## src/rtl/sys_defs.sv

```systemverilog
// Shared definitions for the hazard controller: pipeline control state, the
// hard-wired zero register index and a small popcount helper.
package sys_defs;

    // Control states of the hazard controller
    typedef enum logic [1:0] {
        ST_RUN   = 2'd0,
        ST_DRAIN = 2'd1,
        ST_HALT  = 2'd2
    } hc_state_t;

    // x0 is hard-wired to zero and never becomes a scoreboard producer
    localparam logic [4:0] ZERO_REG = 5'd0;

    // Number of set bits in a 32-bit vector (result fits 0..32)
    function automatic logic [5:0] popcount32(input logic [31:0] v);
        logic [5:0] c;
        c = '0;
        for (int i = 0; i < 32; i++) begin
            c = c + {5'b0, v[i]};
        end
        return c;
    endfunction

endpackage

```

## src/rtl/hc_scoreboard.sv

```systemverilog
// Register scoreboard: one busy bit per architectural register, two read
// ports, one set port (issue) and one clear port (writeback). A set and a
// clear of the same index in one cycle leaves the bit set, since the set
// belongs to the newer producer. Bit 0 is tied low.
module hc_scoreboard
    import sys_defs::*;
(
    input  logic       clk,
    input  logic       i_rst,
    input  logic [4:0] i_rd_idx_a,
    input  logic [4:0] i_rd_idx_b,
    output logic       o_busy_a,
    output logic       o_busy_b,
    input  logic       i_set_en,
    input  logic [4:0] i_set_idx,
    input  logic       i_clr_en,
    input  logic [4:0] i_clr_idx,
    output logic       o_next_all_zero,
    output logic [5:0] o_pending_cnt
);

    logic [31:0] r_busy;
    logic [31:0] w_busy_next;
    logic [5:0]  r_pending_cnt;

    // Per-bit next value: set has priority over clear, x0 never busy
    genvar gi;
    generate
        for (gi = 0; gi < 32; gi++) begin : g_bit
            if (gi == 0) begin : g_zero
                assign w_busy_next[gi] = 1'b0;
            end else begin : g_reg
                assign w_busy_next[gi] =
                    (i_set_en && (i_set_idx == 5'(gi))) ? 1'b1 :
                    (i_clr_en && (i_clr_idx == 5'(gi))) ? 1'b0 :
                    r_busy[gi];
            end
        end
    endgenerate

    assign o_busy_a        = r_busy[i_rd_idx_a];
    assign o_busy_b        = r_busy[i_rd_idx_b];
    assign o_next_all_zero = (w_busy_next == 32'd0);
    assign o_pending_cnt   = r_pending_cnt;

    // Busy bits and their count, both reflecting the post-edge scoreboard
    always_ff @(posedge clk) begin
        if (i_rst) begin
            r_busy        <= '0;
            r_pending_cnt <= '0;
        end else begin
            r_busy        <= w_busy_next;
            r_pending_cnt <= popcount32(w_busy_next);
        end
    end

endmodule

```

## src/rtl/hazard_ctrl.sv

```systemverilog
// Pipeline hazard controller: RAW interlock via a register scoreboard,
// branch flush, and halt draining (ebreak / illegal instruction).
// Optional feature macro: WB_BYPASS_EN -- when defined, a source that matches
// a same-cycle writeback commit is not a hazard (register file write-through).
module hazard_ctrl
    import sys_defs::*;
(
    input  logic       clk,
    input  logic       rst,
    input  logic       id_valid_inst,
    input  logic [4:0] id_ra_idx,
    input  logic [4:0] id_rb_idx,
    input  logic       id_uses_ra,
    input  logic       id_uses_rb,
    input  logic       id_reg_wr,
    input  logic [4:0] id_dest_reg_idx,
    input  logic       id_halt,
    input  logic       id_illegal,
    input  logic       ex_take_branch,
    input  logic       wb_valid_inst,
    input  logic       wb_reg_wr,
    input  logic [4:0] wb_dest_reg_idx,
    output logic       stall_if,
    output logic       bubble_ex,
    output logic       flush_if_id,
    output logic       halted,
    output logic [5:0] pending_cnt
);

    hc_state_t r_state;
    hc_state_t w_state_next;

    logic w_busy_ra;
    logic w_busy_rb;
    logic w_next_all_zero;
    logic w_wb_commit;
    logic w_ra_bypass;
    logic w_rb_bypass;
    logic w_haz_ra;
    logic w_haz_rb;
    logic w_raw_hazard;
    logic w_issue;
    logic w_set_en;

    assign w_wb_commit = wb_valid_inst & wb_reg_wr;

`ifdef WB_BYPASS_EN
    assign w_ra_bypass = w_wb_commit & (wb_dest_reg_idx == id_ra_idx);
    assign w_rb_bypass = w_wb_commit & (wb_dest_reg_idx == id_rb_idx);
`else
    assign w_ra_bypass = 1'b0;
    assign w_rb_bypass = 1'b0;
`endif

    assign w_haz_ra     = id_uses_ra & w_busy_ra & ~w_ra_bypass & (id_ra_idx != ZERO_REG);
    assign w_haz_rb     = id_uses_rb & w_busy_rb & ~w_rb_bypass & (id_rb_idx != ZERO_REG);
    assign w_raw_hazard = id_valid_inst & (w_haz_ra | w_haz_rb);
    assign w_set_en     = w_issue & id_reg_wr & (id_dest_reg_idx != ZERO_REG);

    hc_scoreboard u_scoreboard (
        .clk             (clk),
        .i_rst           (rst),
        .i_rd_idx_a      (id_ra_idx),
        .i_rd_idx_b      (id_rb_idx),
        .o_busy_a        (w_busy_ra),
        .o_busy_b        (w_busy_rb),
        .i_set_en        (w_set_en),
        .i_set_idx       (id_dest_reg_idx),
        .i_clr_en        (w_wb_commit),
        .i_clr_idx       (wb_dest_reg_idx),
        .o_next_all_zero (w_next_all_zero),
        .o_pending_cnt   (pending_cnt)
    );

    // Control state register
    always_ff @(posedge clk) begin
        if (rst) begin
            r_state <= ST_RUN;
        end else begin
            r_state <= w_state_next;
        end
    end

    // Next state and pipeline controls; a taken branch overrides everything
    // except the halted state
    always_comb begin
        w_state_next = r_state;
        stall_if     = 1'b0;
        bubble_ex    = 1'b0;
        flush_if_id  = 1'b0;
        halted       = 1'b0;
        w_issue      = 1'b0;
        case (r_state)
            ST_RUN: begin
                if (ex_take_branch) begin
                    flush_if_id = 1'b1;
                    bubble_ex   = 1'b1;
                end else begin
                    stall_if  = w_raw_hazard;
                    bubble_ex = w_raw_hazard;
                    w_issue   = id_valid_inst & ~w_raw_hazard & ~id_halt & ~id_illegal;
                    if (id_valid_inst && (id_halt || id_illegal)) begin
                        w_state_next = ST_DRAIN;
                    end
                end
            end
            ST_DRAIN: begin
                if (ex_take_branch) begin
                    // The halting instruction was on the wrong path
                    flush_if_id  = 1'b1;
                    bubble_ex    = 1'b1;
                    w_state_next = ST_RUN;
                end else begin
                    stall_if  = 1'b1;
                    bubble_ex = 1'b1;
                    if (w_next_all_zero) begin
                        w_state_next = ST_HALT;
                    end
                end
            end
            ST_HALT: begin
                halted    = 1'b1;
                stall_if  = 1'b1;
                bubble_ex = 1'b1;
            end
            default: begin
                w_state_next = ST_RUN;
            end
        endcase
    end

endmodule

```

## config.mk

```make
export PLATFORM = sky130hd
export DESIGN_NAME = hazard_ctrl
export DESIGN_NICKNAME = d
export VERILOG_FILES = /design/src/rtl/sys_defs.sv /design/src/rtl/hc_scoreboard.sv /design/src/rtl/hazard_ctrl.sv
export SDC_FILE = /design/constraint.sdc
export NUM_CORES = 1
export LEC_CHECK = 0
export ABC_AREA = 1
export ABC_CLOCK_PERIOD_IN_PS = 13600
export CAP_MARGIN = 20
export CORE_MARGIN = 5
export CORE_UTILIZATION = 42
export DETAILED_ROUTE_END_ITERATION = 10
export PLACE_DENSITY = 0.6
export SYNTH_ARGS = -nofsm -noshare
export SYNTH_HDL_FRONTEND = slang
export SYNTH_SLANG_ARGS = --single-unit
```

## constraint.sdc

```tcl
create_clock -name clk -period 13.6 [get_ports clk]
set_input_delay 2.04 -clock clk [delete_from_list [all_inputs] [get_ports clk]]
set_output_delay 2.04 -clock clk [all_outputs]
set_load 0.02 [all_outputs]
```

==> flow_summary.toml, run 1 <==
[critical_path]
arrival_ns = 9.25
critPathSlowestCell = "clkdlybuf4s50_1"
r2r_start = "u_scoreboard.r_busy[21]"
cp-start-kind = "primary input"
crit_type = "in2reg"
rr_worst_depth = 33
critPathRequiredTime_ns = 13.78
path_max_fanout = 25
crit_start = "id_ra_idx[0]"
crit_path_end_kind = "register"
setup.worst_path.end = "u_scoreboard.o_pending_cnt[4]"
slowest_delay_ns = 0.84
rr_endpoint = "u_scoreboard.o_pending_cnt[4]"
rrSetupSlack_ns = 6.92

[clock_network]
cts_setup_buffers = 0
clkSinkCount = 39
cts_buffer_depth = 2
cts_root_buf = "clkbuf_8"
clk_pin_slew_ns = 0.08
cts_tree = "done"
h-tree-depth = 2
clock_latency_ns = 0.29
cts_buffers = 5
cts_resized = 0
postCtsHoldBufs = 0

[die]
io_pins = 41
die_h_um = 105
initial_utilization = 0.431
rows = 34
core_mm2 = 0.00872
dieArea_mm2 = 0.0109
die-width_um = 105

[timing]
worst-slew-pin-transition_ns = 0.604
fin_crit_sh = 0.667
fmax_ghz = 0.110
hold_viol_final = 0
min_period_ns = 9.07
relSlewSlack = 0.596
setup_viol = 0
drv_slew = 0
grt_setup_unrepaired = "no"
skew_ns = 0.00980
final.setup.tns_ns = 0

[detailed_routing]
initialDrtViolationCount = 257
vias = 3917
drt-pass1-iter-count = 7
wirelength_mm = 11.4
drt-wirelength-per-cell_um = 15.0
drc_errors = 0
viasPerCell = 5.17
ant_nets = 0

[layout]
fin_area_mm2 = 0.00435
layout.cells.non_filler = 757
diodes = 0
num-fill-cells = 911
drive_gt1_frac = 0.0508
synthToLayoutAreaGrowth_pct = 15.6
layout.nets = 716

[yosys]
ys.flop_type = "dfxtp_1"
syn_area_mm2 = 0.00376
yosysTopAreaCell = "dfxtp_1"
seq_area_frac_synth = 0.208
yosys-top-cells-area = "dfxtp_1, nand2_1, fa_1"
async_reset_ff_frac = 0
synth_most_common_cell = "nand2_1"
ys_warn_count = 0
synth_cell_types = 29
synth-seq-cells = 39
syn_area_per_cell_um2 = 6.08
synth_edf_count = 0
synth.net_count = 687
synth_top_area_frac = 0.208
ys_top_cells_by_count = "nand2_1, inv_1, nor2_1, nand3_1, dfxtp_1"
syn_inst = 619

[worst_hold_path]
hold_class = "reg2reg"

[run_status]
status = "completed"

[placement]
dp_hpwl_mm = 9.43
dpl_cell_area_mm2 = 0.00421
placedCellCount = 749
portBuffers = 40
gp_congestion = 0.942

[global_route]
grt_max_degree = 36
grtUsageTotal = 0.210
antenna_found_initial = 0
grt_pass1_vias = 3696
grt_overflow = 0
grt_pass1_wl_mm = 18.6

[power_and_ir_drop]
leakage_nw = 2.19
ir_worst_vdd_v = 0.0000718
pwr_density_cell_mw_per_mm2 = 79.0

[run]
cap_violations = 0
-- metal layers --
layer  vias to the layer above  wire length [µm]  part of all wire  global-route usage
li1                       1983                 -                 -                   -
met1                      1780              5050              0.44               0.287
met2                       129              5370              0.47               0.338
met3                        25               676             0.059              0.0444
met4                         0               274             0.024              0.0584
met5                         -                 0                 0                   0
-- worst max-delay path, delay by kind of cell --
family / cells / cell delay (ns)
adder cells (fa/ha/maj): 9 / 3.82
AND/OR/NAND/NOR: 16 / 1.51
buffers and inverters: 9 / 1.66
AO/OA/AOI/OAI: 2 / 0.20
-- stage by stage --
step	power, mW	hold WS, ns	util	setup slack, ns
after floorplan	0.192	0.502	-	5.77
after global placement	0.230	0.535	0.483	4.35
after detailed placement	0.230	0.539	0.483	4.22
after CTS	0.345	0.548	0.498	4.51
after global routing	0.365	0.591	0.498	3.95
final	0.343	0.538	0.498	4.53
-- report_power, final --
group	internal (mW)	switching [mW]	leakage [nW]
Combinational	0.0435	0.0636	1.81
Clock	0.0734	0.0428	0.0654
Sequential	0.117	0.00278	0.314
-- how the worst min path moves through the flow --
stage	start	end	slack, ns	cells after the start
6_report	r_state[1]	r_state[1]	0.54	2
5_1_grt	r_state[1]	r_state[1]	0.59	2
4_1_cts	r_state[1]	r_state[1]	0.55	2
3_5_place_dp	r_state[1]	r_state[1]	0.54	2
3_3_place_gp	r_state[1]	r_state[1]	0.53	2
2_1_floorplan	u_scoreboard.r_busy[4]	u_scoreboard.r_busy[4]	0.50	2
-- area by class of cell --
type | count | area (µm²) | area share
multi-input cells | 444 | 2450 | 0.563
flip-flops and latches | 39 | 781 | 0.180
inverters | 116 | 435 | 0.100
repair buffers | 42 | 415 | 0.0956
well taps | 108 | 135 | 0.0311
clock buffers | 6 | 72.6 | 0.0167
clock inverters | 2 | 60.1 | 0.0138
-- cells by family after synthesis --
kind of cell,count (synthesis),synth area share
compound gates,57,0.0805
fa+ha+maj,37,0.169
flops,39,0.208
buf+inv,136,0.143
simple gates,350,0.400
-- sequential cells by signal, summed over array words and instances, names as in the netlist --
signal and flops:
r_state 2, u_scoreboard.o_pending_cnt 6, u_scoreboard.r_busy 31
-- cell usage in the layout, fill, tap and decap left out, drive strengths merged --
master and instances:
nand3 43, a211oi 1, fa 23, a21boi 1, nor4 2, a21oi 13, nor2 90, buf 2
o211ai 2, nand2 171, dfxtp 39, nand4 28, ha 14, nor3 12, clkdlybuf4s50 40, clkbuf 6
inv 115, bufinv 2, clkinv 1, nand3b 1, o21ai 37, a31oi 3, or2 3
No activity file was read; power rests on OpenSTA's default activity.
==> run 2: changes to the inputs <==
--- a/config.mk
+++ b/config.mk
@@ -6,7 +6,7 @@
 export NUM_CORES = 1
 export LEC_CHECK = 0
 export ABC_AREA = 1
-export ABC_CLOCK_PERIOD_IN_PS = 13600
+export ABC_CLOCK_PERIOD_IN_PS = 9100
 export CAP_MARGIN = 20
 export CORE_MARGIN = 5
 export CORE_UTILIZATION = 42
==> constraint.sdc (replaced) <==
create_clock -name clk -period 9.1 [get_ports clk]
set_input_delay 1.365 -clock clk [delete_from_list [all_inputs] [get_ports clk]]
set_output_delay 1.365 -clock clk [all_outputs]
set_load 0.02 [all_outputs]
==> run 2 against run 1 <==
Against the previous run:
- hold slack improved by 0.0090 ns
- sequential power increased by 50%
- flip-flop and latch count unchanged
- cell area unchanged
- routed wire length increased by 1.8%
- first-iteration DRC count increased by 29%
- clock skew increased by 0.0051 ns
- non-clock buffer count increased by 2
- die area unchanged
- critical path type unchanged
- largest cell class unchanged
- largest power group unchanged
- highest routed layer unchanged
==> flow_summary.toml, run 2 (synthesis gave the netlist of run 1 again) <==
[worst_hold_path]
hold_path_depth = 2
min_from = "r_state[1]"
hold_class = "reg2reg"

[timing]
final.setup.tns_ns = 0
worst-slew-pin-transition_ns = 0.598
fmax_ghz = 0.122
relSlewSlack = 0.600
fin_crit_sh = 0.901
skew_ns = 0.0149
min_period_ns = 8.20
drv_slew = 0
setup_viol = 0
grt_setup_unrepaired = "no"
hold_viol_final = 0

[clock_network]
cts_tree = "done"
cts_setup_buffers = 0
postCtsHoldBufs = 0
cts_root_buf = "clkbuf_8"
cts_buffer_depth = 2
clkSinkCount = 39
h-tree-depth = 2
cts_resized = 0
cts_buffers = 5
clock_latency_ns = 0.30
clk_pin_slew_ns = 0.08

[placement]
placedCellCount = 751
gp_congestion = 0.932
dp_hpwl_mm = 9.56
portBuffers = 40

[global_route]
grt_pass1_wl_mm = 18.8
grtUsageTotal = 0.211
grt_max_degree = 36
grt_pass1_vias = 3768
antenna_found_initial = 0
grt_overflow = 0

[critical_path]
crit_type = "in2reg"
cp-start-kind = "primary input"
rrSetupSlack_ns = 2.53
rr_worst_depth = 34
critPathSlowestCell = "clkdlybuf4s50_1"
arrival_ns = 8.38
critPathRequiredTime_ns = 9.28
crit_start = "id_rb_idx[0]"
r2r_start = "u_scoreboard.r_busy[9]"
path_max_fanout = 25
crit_path_end_kind = "register"
slowest_delay_ns = 0.77

[detailed_routing]
viasPerCell = 5.21
wirelength_mm = 11.6
drt-wirelength-per-cell_um = 15.3
vias = 3952
ant_nets = 0
initialDrtViolationCount = 331
drc_errors = 0
drt-pass1-iter-count = 5

[die]
dieArea_mm2 = 0.0109
initial_utilization = 0.431
core_mm2 = 0.00872
rows = 34
die-width_um = 105
die_h_um = 105
io_pins = 41

[layout]
largest_register_ffs = 31
drive_gt1_frac = 0.0553
layout.nets = 718
diodes = 0
post-route-util = 0.498
regMostFlops = "u_scoreboard.r_busy"
synthToLayoutAreaGrowth_pct = 15.6
layout_commonest_cell = "nand2_1"
final_cell_mix = "nand2_1, inv_1, nor2_1"
layout.cells.non_filler = 759

[power_and_ir_drop]
totalPowerFinal_uw = 495
pwr_density_cell_mw_per_mm2 = 114
ir_worst_vdd_v = 0.000133
leakage_nw = 2.19

[run]
cap_violations = 0

[run_status]
status = "completed"
[run 2: changes by cell type in the layout (fill, tap and decap cells not counted)]
cell,change
buf_4,+2
clkinv_2,+1
bufinv_16,-1
clkbuf_8,+1
clkbuf_1,-1
[run 2: path summary, 6_finish.rpt]
path	end
worst max register to register	u_scoreboard.o_pending_cnt[4]
worst min register to register	r_state[1]
worst min-delay path	r_state[1]
worst max-delay path	u_scoreboard.o_pending_cnt[4]
[run 2: metal layers]
| metal | track usage | wire (µm) | share of wire | up-vias |
|---|---|---|---|---|
| met5 | 0 | 0 | 0 | - |
| met4 | 0.0831 | 474 | 0.041 | 0 |
| met3 | 0.0327 | 735 | 0.063 | 34 |
| met2 | 0.332 | 5210 | 0.45 | 144 |
| met1 | 0.293 | 5160 | 0.45 | 1791 |
| li1 | - | - | - | 1983 |
[run 2: area by class of cell]
| cell class | instances | area [µm²] |
|---|---|---|
| Clock buffer | 6 | 82.6 |
| Fill cell | 926 | 4370 |
| Sequential cell | 39 | 781 |
| Clock inverter | 2 | 35.0 |
| Multi-Input combinational cell | 444 | 2450 |
| Tap cell | 108 | 135 |
| Inverter | 116 | 435 |
| Timing Repair Buffer | 44 | 430 |
[run 2: worst max-delay path: cells and delay by family]
family,cells,cell delay (ns)
fa+ha+maj,9,3.94
buf+inv,10,1.45
compound gates,2,0.21
simple gates,15,1.38
[run 2: report_power, final]
part | internal (mW) | leakage [nW] | switching (mW)
logic | 0.0656 | 1.82 | 0.0964
clock network | 0.0888 | 0.0612 | 0.0643
registers | 0.175 | 0.314 | 0.00422
total | 0.330 | 2.19 | 0.165
[run 2: metrics by stage]
step / area [µm²] / hold slack [ns] / worst slack, ns
2_1_floorplan: 3760 / 0.502 / 1.95
3_3_place_gp: 4230 / 0.535 / 0.732
3_5_place_dp: 4230 / 0.543 / 0.628
4_1_cts: 4350 / 0.554 / 0.906
5_1_grt: 4350 / 0.589 / 0.415
6_report: 4350 / 0.547 / 0.902
==> run 3: changes to the inputs <==
--- a/config.mk
+++ b/config.mk
@@ -9,9 +9,9 @@
 export ABC_CLOCK_PERIOD_IN_PS = 9100
 export CAP_MARGIN = 20
 export CORE_MARGIN = 5
-export CORE_UTILIZATION = 42
+export CORE_UTILIZATION = 55
 export DETAILED_ROUTE_END_ITERATION = 10
-export PLACE_DENSITY = 0.6
+export PLACE_DENSITY = 0.76
 export SYNTH_ARGS = -nofsm -noshare
 export SYNTH_HDL_FRONTEND = slang
 export SYNTH_SLANG_ARGS = --single-unit
==> run 3 against run 2 <==
Against the previous run:
- flip-flop and latch count unchanged
- routed wire length is 0.79% lower
- die area shrank 22%
- non-clock buffer count decreased by 1
- register-to-register slack worse by 0.02 ns
- utilization up 14 points
- clock power fell by 20%
- global-route usage rose by 6.8 points
==> flow_summary.toml, run 3 (synthesis gave the netlist of run 1 again) <==
[die]
initial_utilization = 0.560
core_mm2 = 0.00672
die_h_um = 92.7
io_pins = 41
rows = 30
die-width_um = 92.7
dieArea_mm2 = 0.00859

[worst_hold_path]
min_from = "r_state[1]"
hold_path_depth = 2
hold_class = "reg2reg"
hold_end = "r_state[1]"

[power_and_ir_drop]
ir_worst_vdd_v = 0.000165
leakage_nw = 2.17
cellInternalPower_uw = 294
pwr_density_cell_mw_per_mm2 = 109
share_comb_of_total_power = 0.350
sw_frac_of_total = 0.366
switchingPower_uw = 170
pwr-share-seq = 0.387
totalPowerFinal_uw = 464
clkPwrFrac = 0.263

[detailed_routing]
viasPerCell = 5.54
vias = 4045
drt-pass1-iter-count = 5
ant_nets = 0
wirelength_mm = 11.5
initialDrtViolationCount = 375
drt-wirelength-per-cell_um = 15.7
drc_errors = 0

[critical_path]
cp-start-kind = "primary input"
arrival_ns = 8.41
slowest_delay_ns = 0.79
rr_worst_depth = 34
crit_type = "in2reg"
rrSetupSlack_ns = 2.51
crit_path_end_kind = "register"
rr_endpoint = "u_scoreboard.o_pending_cnt[4]"
path_max_fanout = 25
r2r_start = "u_scoreboard.r_busy[9]"
critPathRequiredTime_ns = 9.29
critical-path-top-delay-family = "adder cells"
crit_buf_inv = 10
critPathSlowestCell = "clkdlybuf4s50_1"

[layout]
largest_register_ffs = 31
diodes = 0
final_cell_mix = "nand2_1, inv_1, nor2_1"
regMostFlops = "u_scoreboard.r_busy"
multiInputGateArea_mm2 = 0.00245
synthToLayoutAreaGrowth_pct = 13.7
layout_commonest_cell = "nand2_1"
drive_gt1_frac = 0.0538
num-fill-cells = 641
fin_area_mm2 = 0.00428
layout.nets = 717
final-seq-area_um2 = 781

[timing]
relSlewSlack = 0.583
fmax_ghz = 0.122
drv_slew = 0
hold_viol_final = 0
setup_viol = 0
skew_ns = 0.00614
grt_setup_unrepaired = "no"
min_period_ns = 8.22
final.setup.tns_ns = 0
worst-slew-pin-transition_ns = 0.619
fin_crit_sh = 0.904

[global_route]
grt_max_degree = 35
grt_pass1_wl_mm = 18.7
grtUsageTotal = 0.280
grt_overflow = 0
grt_pass1_vias = 3757
antenna_found_initial = 0

[placement]
gp_congestion = 1.04
portBuffers = 40
dp_hpwl_mm = 9.36
dpl_cell_area_mm2 = 0.00419

[clock_network]
postCtsHoldBufs = 0
cts_resized = 0
cts_buffers = 5
cts_root_buf = "clkbuf_8"
clkSinkCount = 39
clock_latency_ns = 0.30
cts_tree = "done"
cts_setup_buffers = 0
clk_pin_slew_ns = 0.09
cts_buffer_depth = 2
h-tree-depth = 2

[run_status]
status = "completed"

[run]
cap_violations = 0
-- run 3: layout make-up --
| type | instances | area share |
|---|---|---|
| Multi-Input combinational cell | 444 | 0.572 |
| Sequential cell | 39 | 0.183 |
| Inverter | 116 | 0.102 |
| Timing Repair Buffer | 43 | 0.0989 |
| Tap cell | 80 | 0.0234 |
| Clock buffer | 5 | 0.0161 |
| Clock inverter | 3 | 0.00468 |
-- run 3: worst max-delay path by stage --
stage                 start                             to  cells after the start
2_1_floorplan  id_ra_idx[0]  u_scoreboard.o_pending_cnt[4]                     36
3_3_place_gp   id_rb_idx[0]  u_scoreboard.o_pending_cnt[4]                     36
3_5_place_dp   id_rb_idx[0]  u_scoreboard.o_pending_cnt[4]                     36
4_1_cts        id_rb_idx[0]  u_scoreboard.o_pending_cnt[4]                     36
5_1_grt        id_rb_idx[0]  u_scoreboard.o_pending_cnt[4]                     36
6_report       id_rb_idx[0]  u_scoreboard.o_pending_cnt[4]                     36
-- run 3: per-layer routing --
metal / track usage / share of wire
met1: 0.371 / 0.42
met2: 0.457 / 0.47
met3: 0.0487 / 0.079
met4: 0.101 / 0.034
met5: 0 / 0
-- run 3: power groups by stage --
stage               Sequential [mW]  Combinational, mW  Clock [mW]
detailed placement            0.184              0.160           0
global route                  0.180              0.179       0.133
CTS                           0.180              0.161       0.126
finish                        0.179              0.162       0.122
floorplan                     0.183              0.104           0
global placement              0.183              0.158           0
-- run 3: metrics by stage --
| step | worst slack (ns) | utilization | std cells | hold slack (ns) |
|---|---|---|---|---|
| after floorplan | 1.95 | - | 619 | 0.502 |
| after global placement | 0.753 | 0.623 | 722 | 0.525 |
| after detailed placement | 0.612 | 0.623 | 722 | 0.536 |
| after CTS | 0.920 | 0.636 | 730 | 0.550 |
| after global routing | 0.329 | 0.636 | 730 | 0.575 |
| final | 0.877 | 0.636 | 730 | 0.547 |
-- run 3: worst reg2reg max path: cells and delay by family (launching register included) --
family / cells / cell delay (ns)
AOI/OAI and AO/OA: 2 / 0.19
adders and majority gates: 9 / 3.83
buffers and inverters: 7 / 0.57
DFF: 1 / 0.36
and+or+nand+nor: 16 / 1.53
